$ cat src/rtl/pipelined_carry_select_adder.sv
// rtl/pipelined_carry_select_adder.sv - pipelined carry-select adder/subtractor with valid/ready flow
// Each stage resolves a contiguous group of carry-select blocks and passes the block carry onward.
module pipelined_carry_select_adder #(
  parameter int DATA_WIDTH  = 32,
  parameter int BLOCK_WIDTH = 4,
  parameter int STAGES      = 2
) (
  input  logic                  clk_i,
  input  logic                  rst_n_i,
  input  logic                  flush_i,
  input  logic [DATA_WIDTH-1:0] operand_A_i,
  input  logic [DATA_WIDTH-1:0] operand_B_i,
  input  logic                  carry_i,
  input  logic                  subtract_i,
  input  logic                  valid_i,
  output logic                  ready_o,
  output logic [DATA_WIDTH-1:0] result_o,
  output logic                  carry_o,
  output logic                  overflow_o,
  output logic                  valid_o,
  input  logic                  ready_i
);

  localparam int BW_SAFE    = (BLOCK_WIDTH < 1) ? 1 : BLOCK_WIDTH;
  localparam int ST_SAFE    = (STAGES < 1) ? 1 : STAGES;
  localparam int CSA_BLOCKS = DATA_WIDTH / BW_SAFE;
  localparam int BPS        = (CSA_BLOCKS / ST_SAFE < 1) ? 1 : CSA_BLOCKS / ST_SAFE;

  if (BLOCK_WIDTH < 1 || STAGES < 1 || (DATA_WIDTH % BW_SAFE) != 0 ||
      CSA_BLOCKS < 1 || (CSA_BLOCKS % ST_SAFE) != 0) begin : g_bad_params
    $error("pipelined_carry_select_adder: illegal DATA_WIDTH/BLOCK_WIDTH/STAGES combination");
  end

  logic                  w_advance;
  logic [DATA_WIDTH-1:0] w_b_eff;
  logic                  w_c_eff;

  logic [DATA_WIDTH-1:0] w_q_a     [ST_SAFE];
  logic [DATA_WIDTH-1:0] w_q_b     [ST_SAFE];
  logic [DATA_WIDTH-1:0] w_q_sum   [ST_SAFE];
  logic                  w_q_carry [ST_SAFE];
  logic                  w_q_valid [ST_SAFE];

  assign w_b_eff   = subtract_i ? ~operand_B_i : operand_B_i;
  assign w_c_eff   = subtract_i ? 1'b1 : carry_i;
  assign w_advance = ready_i | ~valid_o;
  assign ready_o   = w_advance;

  for (genvar k = 0; k < ST_SAFE; k++) begin : g_stage
    logic [DATA_WIDTH-1:0]         w_a_in;
    logic [DATA_WIDTH-1:0]         w_b_in;
    logic [DATA_WIDTH-1:0]         w_sum_in;
    logic                          w_carry_in;
    logic                          w_valid_in;
    logic [BPS-1:0][BW_SAFE:0]     w_blk;
    logic [BPS:0]                  w_c;
    logic [DATA_WIDTH-1:0]         w_sum_next;

    logic [DATA_WIDTH-1:0]         r_a;
    logic [DATA_WIDTH-1:0]         r_b;
    logic [DATA_WIDTH-1:0]         r_sum;
    logic                          r_carry;
    logic                          r_valid;

    if (k == 0) begin : g_head
      assign w_a_in     = operand_A_i;
      assign w_b_in     = w_b_eff;
      assign w_sum_in   = '0;
      assign w_carry_in = w_c_eff;
      assign w_valid_in = valid_i;
    end else begin : g_body
      assign w_a_in     = w_q_a[k-1];
      assign w_b_in     = w_q_b[k-1];
      assign w_sum_in   = w_q_sum[k-1];
      assign w_carry_in = w_q_carry[k-1];
      assign w_valid_in = w_q_valid[k-1];
    end

    assign w_c[0] = w_carry_in;

    for (genvar j = 0; j < BPS; j++) begin : g_blk
      localparam int LSB = (k * BPS + j) * BW_SAFE;
      if (k == 0 && j == 0) begin : g_ripple
        assign w_blk[j] = {1'b0, w_a_in[LSB +: BW_SAFE]} + {1'b0, w_b_in[LSB +: BW_SAFE]}
                        + {{BW_SAFE{1'b0}}, w_c[j]};
      end else begin : g_select
        logic [BW_SAFE:0] w_s0;
        logic [BW_SAFE:0] w_s1;
        // (a+b)+1 cannot exceed BW_SAFE+1 bits, so it is the exact carry-in-1 sum
        assign w_s0     = {1'b0, w_a_in[LSB +: BW_SAFE]} + {1'b0, w_b_in[LSB +: BW_SAFE]};
        assign w_s1     = w_s0 + {{BW_SAFE{1'b0}}, 1'b1};
        assign w_blk[j] = w_c[j] ? w_s1 : w_s0;
      end
      assign w_c[j+1] = w_blk[j][BW_SAFE];
    end

    always_comb begin
      w_sum_next = w_sum_in;
      for (int j = 0; j < BPS; j++) begin
        w_sum_next[(k * BPS + j) * BW_SAFE +: BW_SAFE] = w_blk[j][BW_SAFE-1:0];
      end
    end

    // Flush clears valid even when stalled; data may go stale.
    always_ff @(posedge clk_i or negedge rst_n_i) begin
      if (!rst_n_i) begin
        r_a     <= '0;
        r_b     <= '0;
        r_sum   <= '0;
        r_carry <= 1'b0;
        r_valid <= 1'b0;
      end else begin
        if (w_advance) begin
          r_a     <= w_a_in;
          r_b     <= w_b_in;
          r_sum   <= w_sum_next;
          r_carry <= w_c[BPS];
        end
        if (flush_i) begin
          r_valid <= 1'b0;
        end else if (w_advance) begin
          r_valid <= w_valid_in;
        end
      end
    end

    assign w_q_a[k]     = r_a;
    assign w_q_b[k]     = r_b;
    assign w_q_sum[k]   = r_sum;
    assign w_q_carry[k] = r_carry;
    assign w_q_valid[k] = r_valid;
  end

  assign result_o   = w_q_sum[ST_SAFE-1];
  assign carry_o    = w_q_carry[ST_SAFE-1];
  assign valid_o    = w_q_valid[ST_SAFE-1];
  assign overflow_o = (w_q_a[ST_SAFE-1][DATA_WIDTH-1] == w_q_b[ST_SAFE-1][DATA_WIDTH-1]) &
                      (w_q_sum[ST_SAFE-1][DATA_WIDTH-1] != w_q_a[ST_SAFE-1][DATA_WIDTH-1]);

endmodule

$ cat config.mk
export PLATFORM = sky130hd
export DESIGN_NAME = pipelined_carry_select_adder
export DESIGN_NICKNAME = d
export VERILOG_FILES = /design/src/rtl/pipelined_carry_select_adder.sv
export SDC_FILE = /design/constraint.sdc
export NUM_CORES = 1
export LEC_CHECK = 0
export CAP_MARGIN = 15
export CORE_ASPECT_RATIO = 2
export CORE_UTILIZATION = 45
export DETAILED_ROUTE_END_ITERATION = 10
export GPL_TIMING_DRIVEN = 0
export PLACE_DENSITY = 0.72
export SETUP_SLACK_MARGIN = 0.2
export SYNTH_ARGS = -nofsm -noshare
export SYNTH_HDL_FRONTEND = slang
export SYNTH_SLANG_ARGS = --single-unit
$ cat constraint.sdc
create_clock -name clk_i -period 5.5 [get_ports clk_i]
set_input_delay 1.1 -clock clk_i [delete_from_list [all_inputs] [get_ports clk_i]]
set_output_delay 1.1 -clock clk_i [all_outputs]
set_load 0.005 [all_outputs]
Yosys cells after proc, flatten, opt, wreduce, memory -nomap -nowiden
Index checks and enable logic that the tools add are counted.
- input bits: 71
- bits in registers: 180
- output and inout bits: 36
- logic and storage cells: 46
- mux-type cells: 13
- equal/unequal tests: 2
- $add $sub $neg: 16
- bitwise operators: 4
- reductions and logical operators: 1
- operators with widths (operator ; count):
    4-bit by 4-bit adder with 5-bit output ; 8
    5-bit by 1-bit adder with 5-bit output, second input constant ; 7
    5-bit two-way mux ; 7
    32-bit two-way mux ; 1
    32-bit NOT ; 1
    5-bit by 1-bit adder with 5-bit output ; 1
    1-bit two-way mux ; 5
    2-bit nonzero test ; 1
    1-bit bitwise AND ; 1
    1-bit equality test ; 1
    1-bit != test ; 1
    1-bit NOT ; 1
    1-bit bitwise OR ; 1

Longest topological paths before layout
Gate-level depths: netlist (run 1).
- depth in word-level cells: 7
- mapped depth: 15

Worst setup path before layout (run 1)
OpenSTA, ideal clock, no wires.
- path type: input to register
- start: input port subtract_i
- end: register g_stage[0].r_carry
- cell stages on the path: 15
- arrival: 4.165 ns
- required time: 5.363 ns
- setup slack: 1.198 ns
- cell sequence: clkbuf_1 -> clkbuf_1 -> xnor2_1 -> fa_1 -> inv_1 -> fa_1 -> a21o_1 -> a21o_1 -> and2_1 -> and4_1 -> nor3_1 -> xnor2_1 -> nand4b_1 -> xnor2_1 -> a21oi_1
- word-level cells in the longest chain between the ends: 6
- ends and longest elaborated chain (what ; line ; text):
    start, declared ; 14 ; input logic subtract_i,
    32-bit two-way mux ; 44 ; assign w_b_eff = subtract_i ? ~operand_B_i : operand_B_i;
    4-bit by 4-bit adder with 5-bit output (on tied branches) ; 90, 84 ;
    5-bit by 1-bit adder with 5-bit output (on tied branches) ; 91, 85 ;
    5-bit two-way mux (2 in series) ; 92 ; assign w_blk[j] = w_c[j] ? w_s1 : w_s0;
    5-bit two-way mux (*) ; 92 ;
    end signal, assigned ; 117 ; r_carry <= w_c[BPS];
    end, declared ; 62 ; logic r_carry;
Mark *: on every way between the ends. The rest lies on a longest branch, timed or not.
A chain may end at the register's enable or synchronous reset.

Worst setup path in the final report (run 1)
Same ends and word-level chain as after synthesis.

==> flow_summary.json, run 1 <==
{
  "crit_arrival_ns": 4.86,
  "die_area_um2": 11700,
  "async_flop_share": 1.00,
  "cts_tree": "built",
  "p_total_mw": 2.35,
  "syn_inst": 542,
  "maxSlewViolCount": 0,
  "ys_seq_elements": 86,
  "period_share": 0.848,
  "finalSetupViolations": 0,
  "cp-end-kind": "register",
  "powerDensity_nw_per_um2": 355,
  "grt_pass1_vias": 4318,
  "diodes": 0,
  "syn-num-nets": 660,
  "nNetsFinal": 777,
  "netlist_area_um2": 5060,
  "synth-seq-area-share": 0.425,
  "setup_ws_ns": 0.835,
  "cts_max_level": 3,
  "ys.warnings.count": 0,
  "start_util": 0.462,
  "wl_per_cell_um": 15.5,
  "avgSynthCellArea_um2": 9.34,
  "layout-drive-gt1-share": 0.0437,
  "grt_setup_unrepaired": "false",
  "ioPinCount": 107,
  "numCtsBuffers": 9,
  "clockBufferDepth": 2,
  "grt_use_total": 0.228,
  "worstSetupPathType": "primary input to register",
  "num_rows": 54,
  "post_cts.repair.setup_buffers": 0,
  "drt_iter0_markers": 224,
  "viasPerCell": 5.15,
  "synth_top_family_by_area": "simple AND/OR/NAND/NOR gates",
  "leakagePower_nw": 2.96,
  "clock.fmax_ghz": 0.214,
  "slew-limit-headroom": 0.458,
  "hold_viol_final": 0,
  "post-place-ws_ns": 0.466,
  "synth.top_cells.by_area": "dfrtp_1 43%, nand2_1 11%, ha_1 9.4%, xnor2_1 6.2%, xor2_1 5.4%",
  "core_area_um2": 10900,
  "ant_nets": 0,
  "routed_wl_um": 12500,
  "synthSimpleGateAreaFrac": 0.170,
  "cp_max_fo": 10,
  "io_buffers": 105,
  "chipHeight_um": 152,
  "die_x_um": 77.0,
  "drt_first_pass_iters": 4,
  "synthDistinctLibCells": 44,
  "status": "finished, final reports clean",
  "grt_max_degree": 67,
  "min_period_ns": 4.66,
  "vdd_drop_max_mv": 0.210,
  "whs_ns": 0.466,
  "startpoint_type": "primary input",
  "cts.sinks": 86,
  "synth-compound-area-share": 0.105,
  "worstMarginPinSlew_ns": 0.813,
  "clk_latency_ns": 0.34,
  "area_growth_pct": 30.7,
  "synth_top_area_share": 0.425,
  "num_vias": 4139,
  "yosys.area.top_type": "dfrtp_1",
  "cap_violations": 0,
  "finalWeightedCongestion": 0.892,
  "hold_buffers": 0,
  "cts-root-buf": "clkbuf_16",
  "drc": 0,
  "min_path_type": "register to register",
  "dp_hpwl_um": 9750,
  "muxShareOfSynthArea": 0.0119,
  "required_ns": 5.70,
  "grt_antenna_before_repair": 0,
  "post_cts_resize_count": 0,
  "synth_edf_count": 0,
  "synth_xor_xnor_area_share": 0.128,
  "grt_overflow": 0,
  "clk_pin_slew_ns": 0.06,
  "tns_ns": 0,
  "synth_fa_ha_area_frac": 0.130,
  "grt_pass1_wl_um": 20500,
  "skew_ns": 0.00995,
  "ys.flop_type": "dfrtp_1"
}
-- power breakdown --
part,internal (mW),total [mW],switching [mW]
Combinational,0.453,0.828,0.375
Clock,0.364,0.612,0.248
Sequential,0.801,0.910,0.109
-- stage by stage --
stage	area (um^2)	cells	util
finish	6610	804	0.604
global route	6610	804	0.604
CTS	6610	804	0.604
detailed placement	6310	788	0.577
global placement	6290	787	0.574
floorplan	5060	542	-
-- per-layer routing --
metal,track usage,part of all wire,up-vias,wire length (um)
li1,-,-,2011,-
met1,0.230,0.36,1977,4500
met2,0.438,0.56,114,7040
met3,0.0294,0.032,37,395
met4,0.124,0.046,0,572
met5,0,0,-,0
-- sequential cells by signal (all words and copies together), names as in the netlist --
signal and flops:
g_stage.r_carry 1, valid_o 1, result_o 32, g_stage.r_valid 1, carry_o 1, g_stage.r_b 17, g_stage.r_sum 16, g_stage.r_a 17
-- area by class of cell --
type / count / area, um^2
inverter: 17 / 63.8
clock inverter: 5 / 58.8
buffer: 24 / 91.3
sequential: 86 / 2150
clock buffer: 11 / 243
fill: 970 / 4330
timing repair buffer: 106 / 1080
multi-input combinational: 415 / 2750
tap: 140 / 175
-- layout by cell type (no fill, tap or decap), drive strengths merged, types with 7 or more instances in the layout --
cell | synthesis | routed
a21o | 15 | 15
a21oi | 30 | 30
buf | 5 | 7
clkbuf | 19 | 30
clkdlybuf4s50 | 0 | 104
dfrtp | 86 | 86
fa | 9 | 9
ha | 38 | 38
inv | 16 | 16
nand2 | 148 | 148
nor2 | 26 | 26
o21ai | 35 | 35
xnor2 | 36 | 36
xor2 | 34 | 34
-- synthesized netlist by cell type (all sizes together) (2+ instances only) --
cell,n
ha,38
inv,16
nand4,5
nand3,6
nor2,26
nand2,148
nand2b,2
mux2i,6
buf,5
nor3b,2
fa,9
nand4b,2
a21oi,30
clkbuf,19
a21o,15
xor2,34
nor3,2
xnor2,36
o31ai,2
a31oi,3
dfrtp,86
o21ai,35
nor2b,3
-- worst paths after layout --
kind	startpoint	endpoint	slack, ns	cells after the start
setup / recovery	subtract_i	g_stage[0].r_carry	0.84	15
hold / removal	result_o[1]	result_o[1]	0.47	2
setup reg to reg	g_stage[0].r_a[16]	carry_o	1.87	12
hold reg to reg	result_o[1]	result_o[1]	0.47	2
max in group asynchronous	rst_n_i	g_stage[0].r_a[23]	4.23	2
min in group asynchronous	rst_n_i	g_stage[0].r_b[16]	0.64	1
-- critical path, cell delays in order --
cell and delay (ns):
clkbuf_1 0.26, clkbuf_1 0.64, xnor2_1 0.22, fa_1 0.21
inv_1 0.06, fa_1 0.40, a21o_1 0.17, a21o_1 0.23
and2_1 0.20, a31oi_1 0.24, nor3_1 0.12, xnor2_1 0.45
nand4b_1 0.21, xnor2_1 0.25, a21oi_1 0.10
-- cell families after synthesis --
group	Yosys count
flops	86
compound gates	90
simple gates	202
buf+inv	41
mux	6
xor+xnor	70
fa+ha+maj	47
(Power assumes the default switching activity.)
==> inputs of run 2 (changes only) <==
Clock period 5.5 ns to 4.7 ns, I/O delays scaled along.
==> flow_summary.json, run 2 (same netlist as run 1, synthesis figures left out) <==
{
  "status": "finished, final reports clean",
  "seqPwrFrac": 0.387,
  "leakagePower_nw": 2.97,
  "finalSetupViolations": 0,
  "p_int_mw": 1.90,
  "clk_latency_ns": 0.34,
  "clock.fmax_ghz": 0.239,
  "wl_per_cell_um": 15.5,
  "cap_violations": 0,
  "cts-root-buf": "clkbuf_16",
  "core_area_um2": 10900,
  "largest_reg_flops": 32,
  "maxSlewViolCount": 0,
  "fin_area_um2": 6620,
  "final_common_cell": "nand2_1",
  "power.switching_uw": 855,
  "mostFrequentLayoutCells": "148 x nand2_1, 104 x clkdlybuf4s50_1, 86 x dfrtp_1, 38 x ha_1, 35 x xnor2_1",
  "pwr-share-clk": 0.260,
  "die_x_um": 77.0,
  "dp_hpwl_um": 9750,
  "route.met2.wl_um": 7050,
  "nFillCells": 966,
  "holdPathStages": 2,
  "drt-met1-wl_um": 4420,
  "num_vias": 4157,
  "min_period_ns": 4.19,
  "vdd_drop_max_mv": 0.245,
  "cts_tree": "built",
  "slowest_delay_ns": 0.40,
  "period_share": 0.892,
  "diodes": 0,
  "power_frac_comb": 0.353,
  "ant_nets": 0,
  "routed-wl-met3_um": 420,
  "grt_use_total": 0.228,
  "path_cells": "clkbuf_1, clkbuf_2, xnor2_1, fa_1, inv_1, fa_1, a21o_1, a21o_1, and2_1, and4_1, nor3_1, xnor2_2, nand4b_1, xnor2_1, a21oi_1",
  "worstSetupPathType": "primary input to register",
  "regArea_um2": 2150,
  "chipHeight_um": 152,
  "cp_slowest_cell": "clkbuf_2",
  "startpoint_type": "primary input",
  "post_cts.repair.setup_buffers": 0,
  "clk_pin_slew_ns": 0.06,
  "io_buffers": 105,
  "finalWeightedCongestion": 0.892,
  "grt_pass1_vias": 4318,
  "skew_ns": 0.00956,
  "reg2regPathDepth": 12,
  "hold_viol_final": 0,
  "layout-drive-gt1-share": 0.0482,
  "multi_input_area_um2": 2760,
  "die_area_um2": 11700,
  "viasPerCell": 5.17,
  "powerDensity_nw_per_um2": 415,
  "start_util": 0.462,
  "cts_max_level": 3,
  "routed_wl_um": 12500,
  "utilization": 0.605,
  "grt_overflow": 0,
  "highest_layer": "met4",
  "post-place-ws_ns": -0.174,
  "grt_antenna_before_repair": 0,
  "ioPinCount": 107,
  "grt_max_degree": 67,
  "whs_ns": 0.466,
  "numCtsBuffers": 9,
  "cts.sinks": 86,
  "worstMarginPinSlew_ns": 0.807,
  "setup_ws_ns": 0.507,
  "nNetsFinal": 777,
  "drc": 0,
  "cp-end-kind": "register",
  "required_ns": 4.90,
  "min_path_type": "register to register",
  "crit_arrival_ns": 4.39,
  "grt_pass1_wl_um": 20500,
  "placement.cell_area_um2": 6310,
  "switching_share": 0.311,
  "slew-limit-headroom": 0.462,
  "drt_first_pass_iters": 5,
  "grt_setup_unrepaired": "false",
  "clockBufferDepth": 2,
  "num_rows": 54,
  "cp_max_fo": 10,
  "drt_iter0_markers": 220,
  "area_growth_pct": 30.9
}
-- run 2: stage by stage --
step / power [mW] / setup TNS, ns / instances
detailed placement: 2.05 / -0.353 / 788
global route: 2.92 / 0 / 804
finish: 2.75 / 0 / 804
floorplan: 1.57 / 0 / 542
global placement: 2.00 / -28.94 / 787
CTS: 2.77 / 0 / 804
-- run 2: critical path: cells and delay by family --
| kind | cells | cell delay, ns |
|---|---|---|
| AOI/OAI and AO/OA | 3 | 0.50 |
| xor gates and xnor gates | 3 | 0.65 |
| adders and majority gates | 2 | 0.60 |
| buffers and inverters | 3 | 0.73 |
| and+or+nand+nor | 4 | 0.96 |
-- run 2: power by group through the flow --
stage | clock network (mW) | logic, mW | registers (mW)
after global routing | 0.756 | 1.08 | 1.09
after detailed placement | 0 | 0.974 | 1.08
after CTS | 0.722 | 0.981 | 1.07
after global placement | 0 | 0.933 | 1.07
after floorplan | 0 | 0.520 | 1.05
final | 0.715 | 0.970 | 1.07
-- run 2: layout make-up --
type                    instances  area share
multi-input cells             415       0.417
clock buffers                  11      0.0366
clock inverters                 5     0.00888
well taps                     140      0.0264
inverters                      17     0.00963
flip-flops and latches         86       0.325
repair buffers                106       0.162
plain buffers                  24      0.0142
-- run 2: what timing repair did --
action,4_1_cts,5_1_grt
resized for setup,1,3
hold buffers,0,0
endpoints found under the setup margin,1,2
-- run 2: per-layer routing --
metal / track usage / vias to the layer above
li1: - / 2013
met1: 0.230 / 1978
met2: 0.438 / 127
met3: 0.0294 / 39
met4: 0.124 / 0
met5: 0 / -
-- run 2: final timing paths --
kind                                          from                  to  slack (ns)
worst max-delay path                    subtract_i  g_stage[0].r_carry        0.51
worst min-delay path                   result_o[1]         result_o[1]        0.47
worst max register to register  g_stage[0].r_a[16]             carry_o        1.07
worst min register to register         result_o[1]         result_o[1]        0.47
max in group asynchronous                  rst_n_i  g_stage[0].r_a[23]        3.59
min in group asynchronous                  rst_n_i  g_stage[0].r_b[16]        0.48
